**src/rtl/trng_com_pkg.sv**
```systemverilog
// Shared TRNG link definitions: frame layout, CRC32C constants and
// the byte-wise CRC update used by both transmit and receive sides.
package trng_com_pkg;

    localparam int PACKET_SOF_SIZE      = 4;
    localparam int PACKET_DATA_SIZE     = 128;
    localparam int PACKET_CHECKSUM_SIZE = 4;
    localparam int PACKET_SIZE          = 136;

    localparam logic [31:0] CRC32C_INIT      = 32'hFFFF_FFFF;
    localparam logic [31:0] CRC32C_POLY_REFL = 32'h82F6_3B78;

    typedef enum logic [1:0] {
        PS_HUNT,
        PS_SOF,
        PS_DATA,
        PS_CRC
    } parse_state_t;

    typedef enum logic [1:0] {
        RX_IDLE,
        RX_START,
        RX_DATA,
        RX_STOP
    } rx_state_t;

    function automatic logic [31:0] crc32c_upd(
        input logic [7:0]  d,
        input logic [31:0] c
    );
        logic [31:0] r;
        r = c ^ {24'h0, d};
        for (int i = 0; i < 8; i++) begin
            r = r[0] ? ((r >> 1) ^ CRC32C_POLY_REFL) : (r >> 1);
        end
        return r;
    endfunction

endpackage

```
**src/rtl/rx_byte.sv**
```systemverilog
// 8N1 byte receiver: input synchroniser, mid-bit sampling timer,
// LSB-first shift register and stop-bit check.
module rx_byte
    import trng_com_pkg::*;
#(
    parameter int CYCLES_PER_BIT = 32,
    parameter int SYNC_STAGES    = 2
) (
    input  logic       i_clk,
    input  logic       i_reset_n,
    input  logic       i_serial_data,
    output logic [7:0] o_byte,
    output logic       o_strobe,
    output logic       o_framing_err
);

    localparam logic [31:0] BIT_END = 32'(CYCLES_PER_BIT);
    localparam logic [31:0] HALF_M1 = 32'((CYCLES_PER_BIT + 1) / 2 - 1);

    logic [SYNC_STAGES-1:0] sync_q;
    logic                   prev_q;
    logic                   line;

    rx_state_t   state_q, state_d;
    logic [31:0] cnt_q, cnt_d;
    logic [2:0]  bit_q, bit_d;
    logic [7:0]  shift_q, shift_d;
    logic        strobe_d, ferr_d;

    assign line   = sync_q[SYNC_STAGES-1];
    assign o_byte = shift_q;

    always_ff @(posedge i_clk or negedge i_reset_n) begin
        if (!i_reset_n) begin
            sync_q <= '1;
            prev_q <= 1'b1;
        end else begin
            sync_q <= {sync_q[SYNC_STAGES-2:0], i_serial_data};
            prev_q <= line;
        end
    end

    always_ff @(posedge i_clk or negedge i_reset_n) begin
        if (!i_reset_n) begin
            state_q       <= RX_IDLE;
            cnt_q         <= '0;
            bit_q         <= '0;
            shift_q       <= '0;
            o_strobe      <= 1'b0;
            o_framing_err <= 1'b0;
        end else begin
            state_q       <= state_d;
            cnt_q         <= cnt_d;
            bit_q         <= bit_d;
            shift_q       <= shift_d;
            o_strobe      <= strobe_d;
            o_framing_err <= ferr_d;
        end
    end

    // Stop-bit sample returns straight to IDLE so the next start edge,
    // arriving half a bit later, is caught without a gap.
    always_comb begin
        state_d  = state_q;
        cnt_d    = cnt_q + 32'd1;
        bit_d    = bit_q;
        shift_d  = shift_q;
        strobe_d = 1'b0;
        ferr_d   = 1'b0;
        unique case (state_q)
            RX_IDLE: begin
                cnt_d = '0;
                if (prev_q && !line) state_d = RX_START;
            end
            RX_START: begin
                if (cnt_q == HALF_M1) begin
                    cnt_d = '0;
                    bit_d = '0;
                    state_d = line ? RX_IDLE : RX_DATA;
                end
            end
            RX_DATA: begin
                if (cnt_q == BIT_END) begin
                    cnt_d   = '0;
                    shift_d = {line, shift_q[7:1]};
                    bit_d   = bit_q + 3'd1;
                    if (bit_q == 3'd7) state_d = RX_STOP;
                end
            end
            RX_STOP: begin
                if (cnt_q == BIT_END) begin
                    cnt_d    = '0;
                    state_d  = RX_IDLE;
                    strobe_d = line;
                    ferr_d   = !line;
                end
            end
            default: state_d = RX_IDLE;
        endcase
    end

endmodule

```
**src/rtl/trng_frame_rx.sv**
```systemverilog
// TRNG link receiver: hunts for the 00 01 02 03 SOF, streams the 128
// payload bytes and checks the trailing little-endian CRC32C.
module trng_frame_rx
    import trng_com_pkg::*;
#(
    parameter int CYCLES_PER_BIT = 32,
    parameter int SYNC_STAGES    = 2
) (
    input  logic       i_clk,
    input  logic       i_reset_n,
    input  logic       i_serial_data,
    input  logic       i_hold,
    output logic       o_serial_rts_n,
    output logic [7:0] o_dat,
    output logic       o_valid,
    output logic       o_sof,
    output logic       o_frame_ok,
    output logic       o_frame_err,
    output logic       o_framing_err,
    output logic       o_locked
);

    logic [7:0] rx_dat;
    logic       rx_stb;
    logic       rx_ferr;

    rx_byte #(
        .CYCLES_PER_BIT(CYCLES_PER_BIT),
        .SYNC_STAGES   (SYNC_STAGES)
    ) u_rx_byte (
        .i_clk        (i_clk),
        .i_reset_n    (i_reset_n),
        .i_serial_data(i_serial_data),
        .o_byte       (rx_dat),
        .o_strobe     (rx_stb),
        .o_framing_err(rx_ferr)
    );

    parse_state_t state_q, state_d;
    logic [7:0]   idx_q, idx_d;
    logic [31:0]  crc_q, crc_d;
    logic [31:0]  rcrc_q, rcrc_d;
    logic [31:0]  rx_word;
    logic [7:0]   dat_d;
    logic         valid_d, sof_d, ok_d, err_d, ferr_d, locked_d;

    assign rx_word = {rx_dat, rcrc_q[31:8]};

    always_ff @(posedge i_clk or negedge i_reset_n) begin
        if (!i_reset_n) begin
            o_serial_rts_n <= 1'b1;
            state_q        <= PS_HUNT;
            idx_q          <= '0;
            crc_q          <= CRC32C_INIT;
            rcrc_q         <= '0;
            o_dat          <= '0;
            o_valid        <= 1'b0;
            o_sof          <= 1'b0;
            o_frame_ok     <= 1'b0;
            o_frame_err    <= 1'b0;
            o_framing_err  <= 1'b0;
            o_locked       <= 1'b0;
        end else begin
            o_serial_rts_n <= i_hold;
            state_q        <= state_d;
            idx_q          <= idx_d;
            crc_q          <= crc_d;
            rcrc_q         <= rcrc_d;
            o_dat          <= dat_d;
            o_valid        <= valid_d;
            o_sof          <= sof_d;
            o_frame_ok     <= ok_d;
            o_frame_err    <= err_d;
            o_framing_err  <= ferr_d;
            o_locked       <= locked_d;
        end
    end

    always_comb begin
        state_d  = state_q;
        idx_d    = idx_q;
        crc_d    = crc_q;
        rcrc_d   = rcrc_q;
        dat_d    = o_dat;
        valid_d  = 1'b0;
        sof_d    = 1'b0;
        ok_d     = 1'b0;
        err_d    = 1'b0;
        ferr_d   = rx_ferr;
        locked_d = o_locked;
        if (rx_ferr) begin
            err_d    = (state_q == PS_DATA) || (state_q == PS_CRC);
            locked_d = 1'b0;
            state_d  = PS_HUNT;
            idx_d    = '0;
        end else if (rx_stb) begin
            unique case (state_q)
                PS_HUNT, PS_SOF: begin
                    if (rx_dat == idx_q) begin
                        if (idx_q == 8'(PACKET_SOF_SIZE - 1)) begin
                            sof_d    = 1'b1;
                            locked_d = 1'b1;
                            crc_d    = CRC32C_INIT;
                            idx_d    = '0;
                            state_d  = PS_DATA;
                        end else begin
                            idx_d   = idx_q + 8'd1;
                            state_d = PS_SOF;
                        end
                    end else if (rx_dat == 8'h00) begin
                        // a stray 00 may itself open the next SOF
                        idx_d   = 8'd1;
                        state_d = PS_SOF;
                    end else begin
                        idx_d   = '0;
                        state_d = PS_HUNT;
                    end
                end
                PS_DATA: begin
                    dat_d   = rx_dat;
                    valid_d = 1'b1;
                    crc_d   = crc32c_upd(rx_dat, crc_q);
                    idx_d   = idx_q + 8'd1;
                    if (idx_q == 8'(PACKET_DATA_SIZE - 1)) begin
                        idx_d   = '0;
                        state_d = PS_CRC;
                    end
                end
                PS_CRC: begin
                    rcrc_d = rx_word;
                    idx_d  = idx_q + 8'd1;
                    if (idx_q == 8'(PACKET_CHECKSUM_SIZE - 1)) begin
                        ok_d     = (rx_word == crc_q);
                        err_d    = (rx_word != crc_q);
                        locked_d = 1'b0;
                        idx_d    = '0;
                        state_d  = PS_HUNT;
                    end
                end
                default: state_d = PS_HUNT;
            endcase
        end
    end

endmodule

```
**config.mk**
```make
export PLATFORM = sky130hd
export DESIGN_NAME = trng_frame_rx
export DESIGN_NICKNAME = d
export VERILOG_FILES = /design/src/rtl/trng_com_pkg.sv /design/src/rtl/rx_byte.sv /design/src/rtl/trng_frame_rx.sv
export SDC_FILE = /design/constraint.sdc
export NUM_CORES = 1
export LEC_CHECK = 0
export BUFFER_PORTS_ARGS = -buffer_cell sky130_fd_sc_hd__buf_2
export CAP_MARGIN = 10
export CORE_MARGIN = 5
export CORE_UTILIZATION = 50
export CTS_BUF_LIST = sky130_fd_sc_hd__clkbuf_4
export DETAILED_ROUTE_END_ITERATION = 7
export PLACE_DENSITY_LB_ADDON = 0.12
export SETUP_SLACK_MARGIN = 0.3
export SLEW_MARGIN = 40
export SYNTH_ARGS = -nofsm -noshare
export SYNTH_HDL_FRONTEND = slang
export SYNTH_HIERARCHICAL = 1
export SYNTH_SLANG_ARGS = --single-unit
```
**constraint.sdc**
```tcl
create_clock -name i_clk -period 4.5 [get_ports i_clk]
set_input_delay 0.675 -clock i_clk [delete_from_list [all_inputs] [get_ports i_clk]]
set_output_delay 0.675 -clock i_clk [all_outputs]
set_load 0.01 [all_outputs]
```
Word level (Yosys, flattened, before mapping)
Cells that the tools add are included.
{"block": "word_totals", "wordCells": 143, "inputBits": 4, "register_bits": 139, "out_inout_bits": 15}
{"block": "op_classes", "mux": 65, "n_eq_ne": 25, "n_bitwise": 10, "addsub": 3, "reduce_logical": 20}
{"op": "$mux 32", "n": 12}
{"op": "$not 16->17", "n": 8}
{"op": "$pmux 32 s3", "n": 1}
{"op": "$pmux 32 s2", "n": 1}
{"op": "$mux 8", "n": 5}
{"op": "$add 32x1->32 const B", "n": 1}
{"op": "$eq 32x32->1", "n": 1}
{"op": "$eq 32x4->1 const B", "n": 1}
{"op": "$eq 32x6->1 const B", "n": 1}
{"op": "$ne 32x32->1", "n": 1}
{"op": "$xor 32x8->32", "n": 1}
{"op": "$mux 1", "n": 27}
{"op": "$mux 2", "n": 12}
{"op": "$pmux 8 s3", "n": 1}
{"op": "$reduce_and 5->1", "n": 3}
{"op": "$reduce_and 3->1", "n": 4}
{"op": "$ne 2x1->1 const B", "n": 5}
{"op": "$add 8x1->8 const B", "n": 1}
{"op": "$eq 2x2->1 const B", "n": 4}
{"op": "$eq 8x2->1 const B", "n": 1}
{"op": "$eq 8x7->1 const B", "n": 1}
{"op": "$eq 8x8->1", "n": 1}
{"op": "$logic_not 8->1", "n": 1}
{"op": "$pmux 2 s4", "n": 1}
{"op": "other kinds (19)", "n": 28}

Longest topological paths before layout
Gate-level depths: netlist of run 1.
{"block": "depth", "ltp_word": 18, "mapped_depth": 8}

Cells and area by module
Netlist of run 1, hierarchy kept.
{"module": "trng_frame_rx", "cells_each": 383, "instances": 1, "area_per_inst_um2": 4579.4}
{"module": "rx_byte", "cells_each": 224, "instances": 1, "area_per_inst_um2": 2376.0}

Worst setup path after synthesis of run 1
Ideal clock, no wire load.
{"block": "synth_timing", "kind": "reg2reg", "from": "reg u_rx_byte.shift_q[2] (netlist: u_rx_byte/o_byte[2])", "to": "reg crc_q[6]", "arrival_time_ns": 2.273, "slack_ns": 2.145, "path_stages_with_launch": 8, "required_ns": 4.418, "setup_time_ns": 0.082, "path_cell_list": "dfrtp_1 > buf_2 > xnor2_2 > xnor3_1 > xor2_1 > xor2_1 > mux2_2 > mux2_2"}
{"block": "synth_between", "elab_chain_len": 13}
{"element": "start, declared", "line_no": "rx_byte.sv:27", "rtl": "logic [7:0] shift_q, shift_d;"}
{"element": "start signal, assigned", "line_no": "rx_byte.sv:55", "rtl": "shift_q <= shift_d;"}
{"element": "$xor 32x8->32", "line_no": "trng_com_pkg.sv:32", "rtl": "r = c ^ {24'h0, d};"}
{"element": "$mux 32 (4 in a row)", "line_no": "trng_com_pkg.sv:34", "rtl": "r = r[0] ? ((r >> 1) ^ CRC32C_POLY_REFL) : (r >> 1);"}
{"element": "$not 16->17 (no source line)"}
{"element": "$mux 32", "line_no": "trng_com_pkg.sv:34"}
{"element": "$not 16->17 (no source line)"}
{"element": "$mux 32 (2 in a row)", "line_no": "trng_com_pkg.sv:34"}
{"element": "$not 16->17 (no source line)"}
{"element": "$mux 32", "line_no": "trng_com_pkg.sv:34"}
{"element": "$pmux 32 s2", "line_no": "trng_frame_rx.sv:97", "rtl": "unique case (state_q)"}
{"element": "end signal, assigned", "line_no": "trng_frame_rx.sv:67", "rtl": "crc_q <= crc_d;"}
{"element": "end, declared", "line_no": "trng_frame_rx.sv:41", "rtl": "logic [31:0] crc_q, crc_d;"}
Parallel ways exist; a longest one is shown, timed or not.
A chain may end at the register's enable or synchronous reset.

Final worst setup path of run 1
{"block": "layout_timing", "from": "reg u_rx_byte.shift_q[7] (netlist: u_rx_byte/o_byte[7])", "to": "reg crc_q[26]"}
{"block": "layout_between", "elab_chain_len": 3}
{"element": "$eq 8x8->1", "line_no": "trng_frame_rx.sv:99", "rtl": "if (rx_dat == idx_q) begin"}
{"element": "$ne 2x2->1 (no source line)"}
{"element": "$reduce_and 5->1 (no source line)"}
Every way passes these cells.

==> impl_metrics.tcl, run 1 <==
set metrics [dict create \
    worstPathArrival_ns 3.15 \
    cts_tree "done" \
    vias_per_cell 5.507 \
    cp_slowest_cell "dfrtp_1" \
    worstSetupPathType "reg2reg" \
    fin_ws_ns 1.787 \
    hpwlAfterDp_um 10410 \
    crit_path_start_kind "flip-flop" \
    synth_top_family_by_area "XOR/XNOR gates" \
    fin_crit_ns 2.713 \
    start_util_pct 50.50 \
    syn2layout_area_growth_pct 8.221 \
    end_kind "flip-flop" \
    yosys-top-cells-count "dfrtp_1 (95), xnor2_1 (88), nor2_1 (52), xor2_1 (46), mux2_2 (43)" \
    crit_required_ns 4.94 \
    grt_max_degree 76 \
    slew_viol_final 0 \
    yosys-top-cells-area "dfrtp_1 (34%), dfstp_2 (14%), xnor2_1 (11%), mux2_2 (7.0%), xor2_1 (5.8%)" \
    grtUsageTotal_pct 20.02 \
    outcome "complete, no violations" \
    path_clk_slew_ns 0.12 \
    drc 0 \
    synth_edf_count 0 \
    worstSkewPairLatency_ns 0.53 \
    grt_pass1_vias 4559 \
    yosysMostFrequentCell "dfrtp_1" \
    n_antenna_cell 0 \
    synth_top_cell_by_area "dfrtp_1" \
    die_x_um 127.9 \
    tightest_slew_ns 0.7701 \
    rr_endpoint "crc_q[26]" \
    synth_top_area_share_pct 34.18 \
    crit_chain "xnor2_1 -> nand4_1 -> nor3_1 -> nand2_1 -> a21oi_4 -> buf_4 -> a2bb2oi_1" \
    synthFlopType "dfrtp_1" \
    cp_max_fo 18 \
    power.density_mw_per_mm2 305.7 \
    crit_path_max_incr_delay_ns 0.71 \
    fmax_mhz 368.6 \
    routedWlPerCell_um 18.25 \
    hold_viol_final 0 \
    synth_compound_gate_area_share_pct 6.926 \
    cts_buffers 17 \
    netlist_area_sq_mm 0.006955 \
    clockBufferDepth 2 \
    grt.overflow.total 0 \
    hp-class "in2async" \
    ioPinCount 19 \
    gp_congestion 0.8398 \
    rsz0062_at_grt "no" \
    ir_drop_mv 0.2853 \
    seq_area_sq_mm 0.003323 \
    crit_family "flip-flops" \
    r2r_slack_ns 1.79 \
    drive_gt1_share_pct 24.37 \
    cts-hold-fix-buffers 0 \
    dpl_cell_area_sq_mm 0.007208 \
    p_leak_nw 3.279 \
    die_h_um 127.9 \
    yosys-mux-area-fraction_pct 7.393 \
    tns_ns 0 \
    skew_ns 0.02932 \
    syn_avg_cell_area_sq_um 11.46 \
    reg2reg_from "u_rx_byte/o_byte[7]" \
    fill_cells 1239 \
    io_buffer_count 18 \
    clkSinkCount 131 \
    final_cell_area_sq_mm 0.007527 \
    synthSimpleGateAreaFrac_pct 13.19 \
    grt_pass1_wl_um 25340 \
    post-route-period-util_pct 60.29 \
    syn_nets 616 \
    async_reset_ff_share_pct 100.0 \
    ctsResizeCount 0 \
    crit_buf_inv 1 \
    first_pass_iters 6 \
    detail-route-antenna-nets 0 \
    netlist_instances 607 \
    final_nets 632 \
    synthXorXnorAreaFrac_pct 21.32 \
    drt_wl_total_um 14890 \
    dpl_worst_slack_ns 1.748 \
    ys_types 56 \
    setup_viol 0 \
    ys_ff_latch 131 \
    slew_headroom_pct 48.18 \
    yosys_warnings 6 \
    maxCapViolations 0 \
    rows 43 \
    drt_iter0_drc 382 \
    h-tree-depth 4 \
    synthAdderAreaFrac_pct 0.8994 \
    vias 4494 \
    yosysSeqAreaShare_pct 47.78 \
    core_area_sq_mm 0.01377 \
    antenna_found_initial 0 \
    die_area_sq_mm 0.01637 \
    cts_setup_buffers 0 \
    multiInputGateArea_sq_mm 0.003481 \
    ff2ff_path_depth 7 \
    cts_root_buffer "clkbuf_4" \
]
sequential cells by signal, indices dropped and copies added, names as in the netlist, named ones only:
register                 count
crc_q                       32
u_rx_byte/cnt_q             32
rcrc_q                      24
idx_q                        8
o_dat                        8
u_rx_byte/o_byte             8
u_rx_byte/bit_q              3
state_q                      2
u_rx_byte/sync_q             2
o_frame_err                  1
o_frame_ok                   1
o_framing_err                1
o_locked                     1
o_serial_rts_n               1
o_sof                        1
o_valid                      1
u_rx_byte/o_framing_err      1
u_rx_byte/o_strobe           1
u_rx_byte/prev_q             1
u_rx_byte/state_q            1
how the worst max path moves through the flow:
stage,start,endpoint,slack [ns],cells past startpoint
6_report,u_rx_byte/o_byte[7],crc_q[26],1.79,7
5_1_grt,u_rx_byte/o_byte[7],crc_q[26],1.49,7
4_1_cts,u_rx_byte/cnt_q[22],u_rx_byte/cnt_q[3],1.74,5
3_5_place_dp,u_rx_byte/cnt_q[22],u_rx_byte/cnt_q[3],1.75,5
3_3_place_gp,u_rx_byte/o_byte[7],crc_q[24],1.65,7
2_1_floorplan,u_rx_byte/o_byte[2],crc_q[6],2.14,7
cell families after synthesis:
family | Yosys count
simple gates | 178
buf+inv | 38
compound gates | 59
flops | 131
fa+ha+maj | 5
xor+xnor | 150
mux | 46
metrics by stage:
step / power [mW] / instances / utilization, % / hold WS, ns
6_report: 2.301 / 816 / 54.65 / 0.1766
5_1_grt: 2.415 / 816 / 54.65 / 0.1584
4_1_cts: 2.286 / 815 / 54.45 / 0.1566
3_5_place_dp: 1.451 / 783 / 52.33 / 0.3546
3_3_place_gp: 1.442 / 783 / 52.26 / 0.3471
2_1_floorplan: 1.424 / 607 / - / 0.3452
metal layers:
layer	up-vias	wire, um	global-route usage, %	share of wire (%)
li1	2154	-	-	-
met1	2246	7583	30.47	51
met2	76	6626	29.02	45
met3	18	506	4.792	3.4
met4	0	174	4.557	1.2
met5	-	0	0	0
where the power goes:
group          switching [mW]  internal (mW)
Combinational           0.142         0.0896
Clock                   0.406          0.423
Sequential             0.0349           1.21
Total                   0.583           1.72
layout make-up:
type	count	area share, %
Multi-Input combinational cell	438	46.24
Sequential cell	131	44.15
Timing Repair Buffer	25	2.244
Inverter	10	0.4987
Clock buffer	24	2.394
Clock inverter	8	1.479
Tap cell	180	2.992
cells in the final DEF, fill, tap and decap left out, types with 13 or more instances in the layout:
cell,instances
clkbuf_4,24
nor2_1,51
xnor2_1,88
nor4_1,13
dfrtp_1,95
nand4_1,22
buf_2,17
mux2_2,43
nand2_1,27
a2bb2oi_1,29
dfstp_2,36
xor2_1,46
nand3_1,20
Power figures use the tool's default switching activity.
==> run 2: changes to the inputs <==
- clock period: 4.5 -> 2.4 ns (I/O delays scaled with it)
==> impl_metrics.tcl, run 2 (same netlist as run 1, synthesis figures left out) <==
set metrics [dict create \
    slew_viol_final 0 \
    outcome "finished with violations" \
    gp_congestion 0.8721 \
    final_cells 901 \
    place_inst 823 \
    fmax_mhz 448.5 \
    hpwlAfterDp_um 11430 \
    final_nets 717 \
    first_pass_iters 7 \
    ioPinCount 19 \
    h-tree-depth 4 \
    syn2layout_area_growth_pct 27.86 \
    grt_pass1_vias 5078 \
    p_leak_nw 3.804 \
    detail-route-antenna-nets 0 \
    cts_buffers 17 \
    power.density_mw_per_mm2 564.6 \
    tightest_slew_ns 0.6107 \
    vias 5061 \
    core_area_sq_mm 0.01377 \
    cts_tree "done" \
    crit_required_ns 2.84 \
    worstSkewPairLatency_ns 0.55 \
    rows 43 \
    largestRegisters "crc_q (32), u_rx_byte/cnt_q (32), rcrc_q (24)" \
    clockBufferDepth 2 \
    drc 2 \
    mostFrequentLayoutCells "dfrtp_1 (86), xnor2_1 (85), buf_4 (72)" \
    antenna_found_initial 0 \
    violations "DRC" \
    crit_path_start_kind "flip-flop" \
    vias_per_cell 5.617 \
    worstSetupPathType "reg2reg" \
    routedWlPerCell_um 19.36 \
    skew_ns 0.01657 \
    cp_max_fo 8 \
    slew_headroom_pct 58.91 \
    die_area_sq_mm 0.01637 \
    hold_viol_final 0 \
    hp-class "in2async" \
    post-route-period-util_pct 92.91 \
    path_clk_slew_ns 0.10 \
    maxCapViolations 0 \
    die_h_um 127.9 \
    cts_root_buffer "clkbuf_4" \
    io_buffer_count 18 \
    worstPathArrival_ns 2.67 \
    n_antenna_cell 0 \
    drive_gt1_share_pct 43.97 \
    drt_wl_total_um 17450 \
    start_util_pct 50.50 \
    tns_ns 0 \
    grt_pass1_wl_um 27170 \
    grt.overflow.total 0 \
    end_kind "flip-flop" \
    grt_max_degree 50 \
    mostFrequentLayoutCell "dfrtp_1" \
    clkSinkCount 131 \
    setup_viol 0 \
    rsz0062_at_grt "yes" \
    drt_iter0_drc 315 \
    fin_crit_ns 2.230 \
    die_x_um 127.9 \
    ir_drop_mv 0.5736 \
    grtUsageTotal_pct 21.32 \
]
-- run 2: per-layer routing --
metal | vias up | part of all wire [%] | track usage, %
li1 | 2329 | - | -
met1 | 2585 | 46 | 30.90
met2 | 122 | 49 | 32.78
met3 | 25 | 3.8 | 4.708
met4 | 0 | 1.1 | 5.181
met5 | - | 0 | 0
-- run 2: area by class of cell --
class	instances	area [sq um]
multi-input cells	438	4044
flip-flops and latches	131	3334
inverters	10	37.54
fillers	1089	4880
well taps	180	225.2
repair buffers	110	954.7
clock inverters	7	110.1
clock buffers	25	187.7
-- run 2: worst max-delay path, cell delays in order (launching register included) --
cell	delay (ns)
dfrtp_1	0.41
or4_4	0.58
or4b_4	0.59
a2bb2oi_4	0.17
buf_6	0.14
clkbuf_16	0.19
nor2_2	0.05
-- run 2: metrics by stage --
step / power (mW) / hold slack, ns / instance area, sq um / util [%] / setup WS [ns]
CTS: 4.553 / 0.3265 / 8307 / 60.31 / 0.1927
floorplan: 2.670 / 0.06441 / 7017 / - / 0.1239
global route: 5.221 / 0.3317 / 8894 / 64.57 / 0.1245
finish: 5.021 / 0.3248 / 8894 / 64.57 / 0.1703
global placement: 2.764 / 0.3426 / 7606 / 55.22 / 0.1572
detailed placement: 2.781 / 0.3432 / 7606 / 55.22 / 0.1152
-- run 2: timing repair --
item,CTS,global route
cloned,2,2
hold endpoints to repair,35,0
resized for setup,28,105
hold buffers,3,0
endpoints found under the setup margin,73,72
buffers inserted,25,14
pin swaps,14,48
-- run 2: power breakdown --
group,internal (mW),switching (mW)
Combinational,0.473,0.584
Sequential,2.26,0.0870
Clock,0.810,0.804
Total,3.55,1.47
-- run 2: worst paths after layout --
path,from,endpoint,slack [ns],depth (start not counted)
worst min register to register,u_rx_byte/sync_q[0],u_rx_byte/sync_q[1],0.36,0
min in group i_clk,u_rx_byte/sync_q[0],u_rx_byte/sync_q[1],0.36,0
worst max register to register,u_rx_byte/cnt_q[30],u_rx_byte/cnt_q[12],0.17,6
max in group asynchronous,i_reset_n,crc_q[27],1.28,3
worst max-delay path,u_rx_byte/cnt_q[30],u_rx_byte/cnt_q[12],0.17,6
worst min-delay path,i_reset_n,rcrc_q[29],0.32,2
==> run 3: changes to the inputs <==
- CTS_BUF_LIST: sky130_fd_sc_hd__clkbuf_4 -> sky130_fd_sc_hd__clkbuf_4 sky130_fd_sc_hd__clkbuf_8
- HOLD_SLACK_MARGIN: default -> 0.05
==> impl_metrics.tcl, run 3 (same netlist as run 1, synthesis figures left out) <==
set metrics [dict create \
    ioPinCount 19 \
    grtUsageTotal_pct 21.45 \
    die_x_um 127.9 \
    mostFrequentLayoutCell "dfrtp_1" \
    syn2layout_area_growth_pct 31.71 \
    worstSkewPairLatency_ns 0.46 \
    start_util_pct 50.50 \
    antenna_found_initial 0 \
    p_leak_nw 3.926 \
    rsz0062_at_grt "yes" \
    worstSetupPathType "reg2reg" \
    end_kind "flip-flop" \
    rows 43 \
    post-route-period-util_pct 94.02 \
    ir_drop_mv 0.9008 \
    slew_viol_final 0 \
    final_nets 729 \
    clockBufferDepth 2 \
    drt_iter0_drc 330 \
    gp_congestion 0.8721 \
    final_util_pct 66.52 \
    hpwlAfterDp_um 11430 \
    drc 0 \
    grt_use_met3_pct 4.583 \
    worstPathArrival_ns 2.59 \
    detail-route-antenna-nets 0 \
    grt_pass1_wl_um 27200 \
    skew_ns 0.01142 \
    grt_pass1_vias 5067 \
    path_clk_slew_ns 0.08 \
    cp_max_fo 8 \
    fmax_mhz 443.2 \
    crit_path_start_kind "flip-flop" \
    routedWlPerCell_um 19.84 \
    cts_root_buffer "clkbuf_8" \
    clkSinkCount 131 \
    power.density_mw_per_mm2 584.7 \
    vias_per_cell 5.600 \
    cts_buffers 17 \
    grt-busiest-layer "met2" \
    core_area_sq_mm 0.01377 \
    n_antenna_cell 0 \
    cts_tree "done" \
    largestRegisters "crc_q (32), u_rx_byte/cnt_q (32), rcrc_q (24)" \
    die_h_um 127.9 \
    outcome "complete, no violations" \
    maxCapViolations 0 \
    use_met1_pct 30.56 \
    tns_ns 0 \
    grt_max_degree 50 \
    mostFrequentLayoutCells "dfrtp_1 (85), xnor2_1 (84), buf_4 (82)" \
    fin_crit_ns 2.256 \
    io_buffer_count 18 \
    crit_required_ns 2.73 \
    setup_viol 0 \
    tightest_slew_ns 0.6543 \
    drive_gt1_share_pct 44.88 \
    die_area_sq_mm 0.01637 \
    slew_headroom_pct 56.34 \
    drt_wl_total_um 18120 \
    vias 5113 \
    grt.overflow.total 0 \
    fill_cells 1046 \
    h-tree-depth 4 \
    first_pass_iters 5 \
    hold_viol_final 0 \
    gr-usage-met2_pct 33.39 \
    hp-class "reg2reg" \
]
==> run 3: worst paths after layout <==
| path | to | from | depth (start not counted) | slack [ns] |
|---|---|---|---|---|
| min in group asynchronous | rcrc_q[29] | i_reset_n | 2 | 0.42 |
| max in group asynchronous | crc_q[2] | i_reset_n | 3 | 1.20 |
| min reg2reg | u_rx_byte/sync_q[1] | u_rx_byte/sync_q[0] | 0 | 0.37 |
| min | u_rx_byte/sync_q[1] | u_rx_byte/sync_q[0] | 0 | 0.37 |
| max reg2reg | u_rx_byte/cnt_q[3] | u_rx_byte/cnt_q[30] | 6 | 0.14 |
| max | u_rx_byte/cnt_q[3] | u_rx_byte/cnt_q[30] | 6 | 0.14 |
==> run 3: layout make-up <==
class	count	area, sq um	area share (%)
Tap cell	180	225.2	2.458
Clock buffer	25	294.0	3.210
Clock inverter	7	110.1	1.202
Timing Repair Buffer	122	1089	11.88
Sequential cell	131	3336	36.41
Inverter	10	37.54	0.4097
Multi-Input combinational cell	438	4070	44.43
==> run 3: critical path: stages, from the launching register on <==
cell and delay [ns]:
dfrtp_1 0.40, or4_4 0.58, or4b_4 0.60, a2bb2oi_4 0.18, buf_6 0.14, buf_12 0.15, nor3_1 0.07
==> run 3: metal layers <==
layer / wire, um / vias up / share of wire [%]
li1: - / 2356 / -
met1: 8306 / 2609 / 46
met2: 8861 / 122 / 49
met3: 690 / 26 / 3.8
met4: 259 / 0 / 1.4
met5: 0 / - / 0
==> run 3: timing repair <==
item,4_1_cts,5_1_grt
hold buffers,3,0
gates resized for setup,23,113
endpoints found under the setup margin,73,82
setup buffers,23,25
pin swaps,13,47
cloned,2,5
endpoints found under the hold margin,35,0
==> run 3: through the flow <==
step,instances,power [mW],instance area (sq um),hold slack [ns],setup slack (ns)
finish,913,5.357,9161,0.3730,0.1435
global route,913,5.539,9161,0.3753,0.1141
CTS,883,4.888,8354,0.3693,0.1596
detailed placement,823,2.781,7606,0.3432,0.1152
global placement,823,2.764,7606,0.3426,0.1572
floorplan,607,2.670,7017,0.06441,0.1239
==> run 3: where the power goes <==
group	switching (mW)	leakage, nW	internal (mW)	total [mW]
logic	0.573	2.03	0.463	1.04
registers	0.0814	1.68	2.26	2.34
clock network	0.864	0.217	1.11	1.98
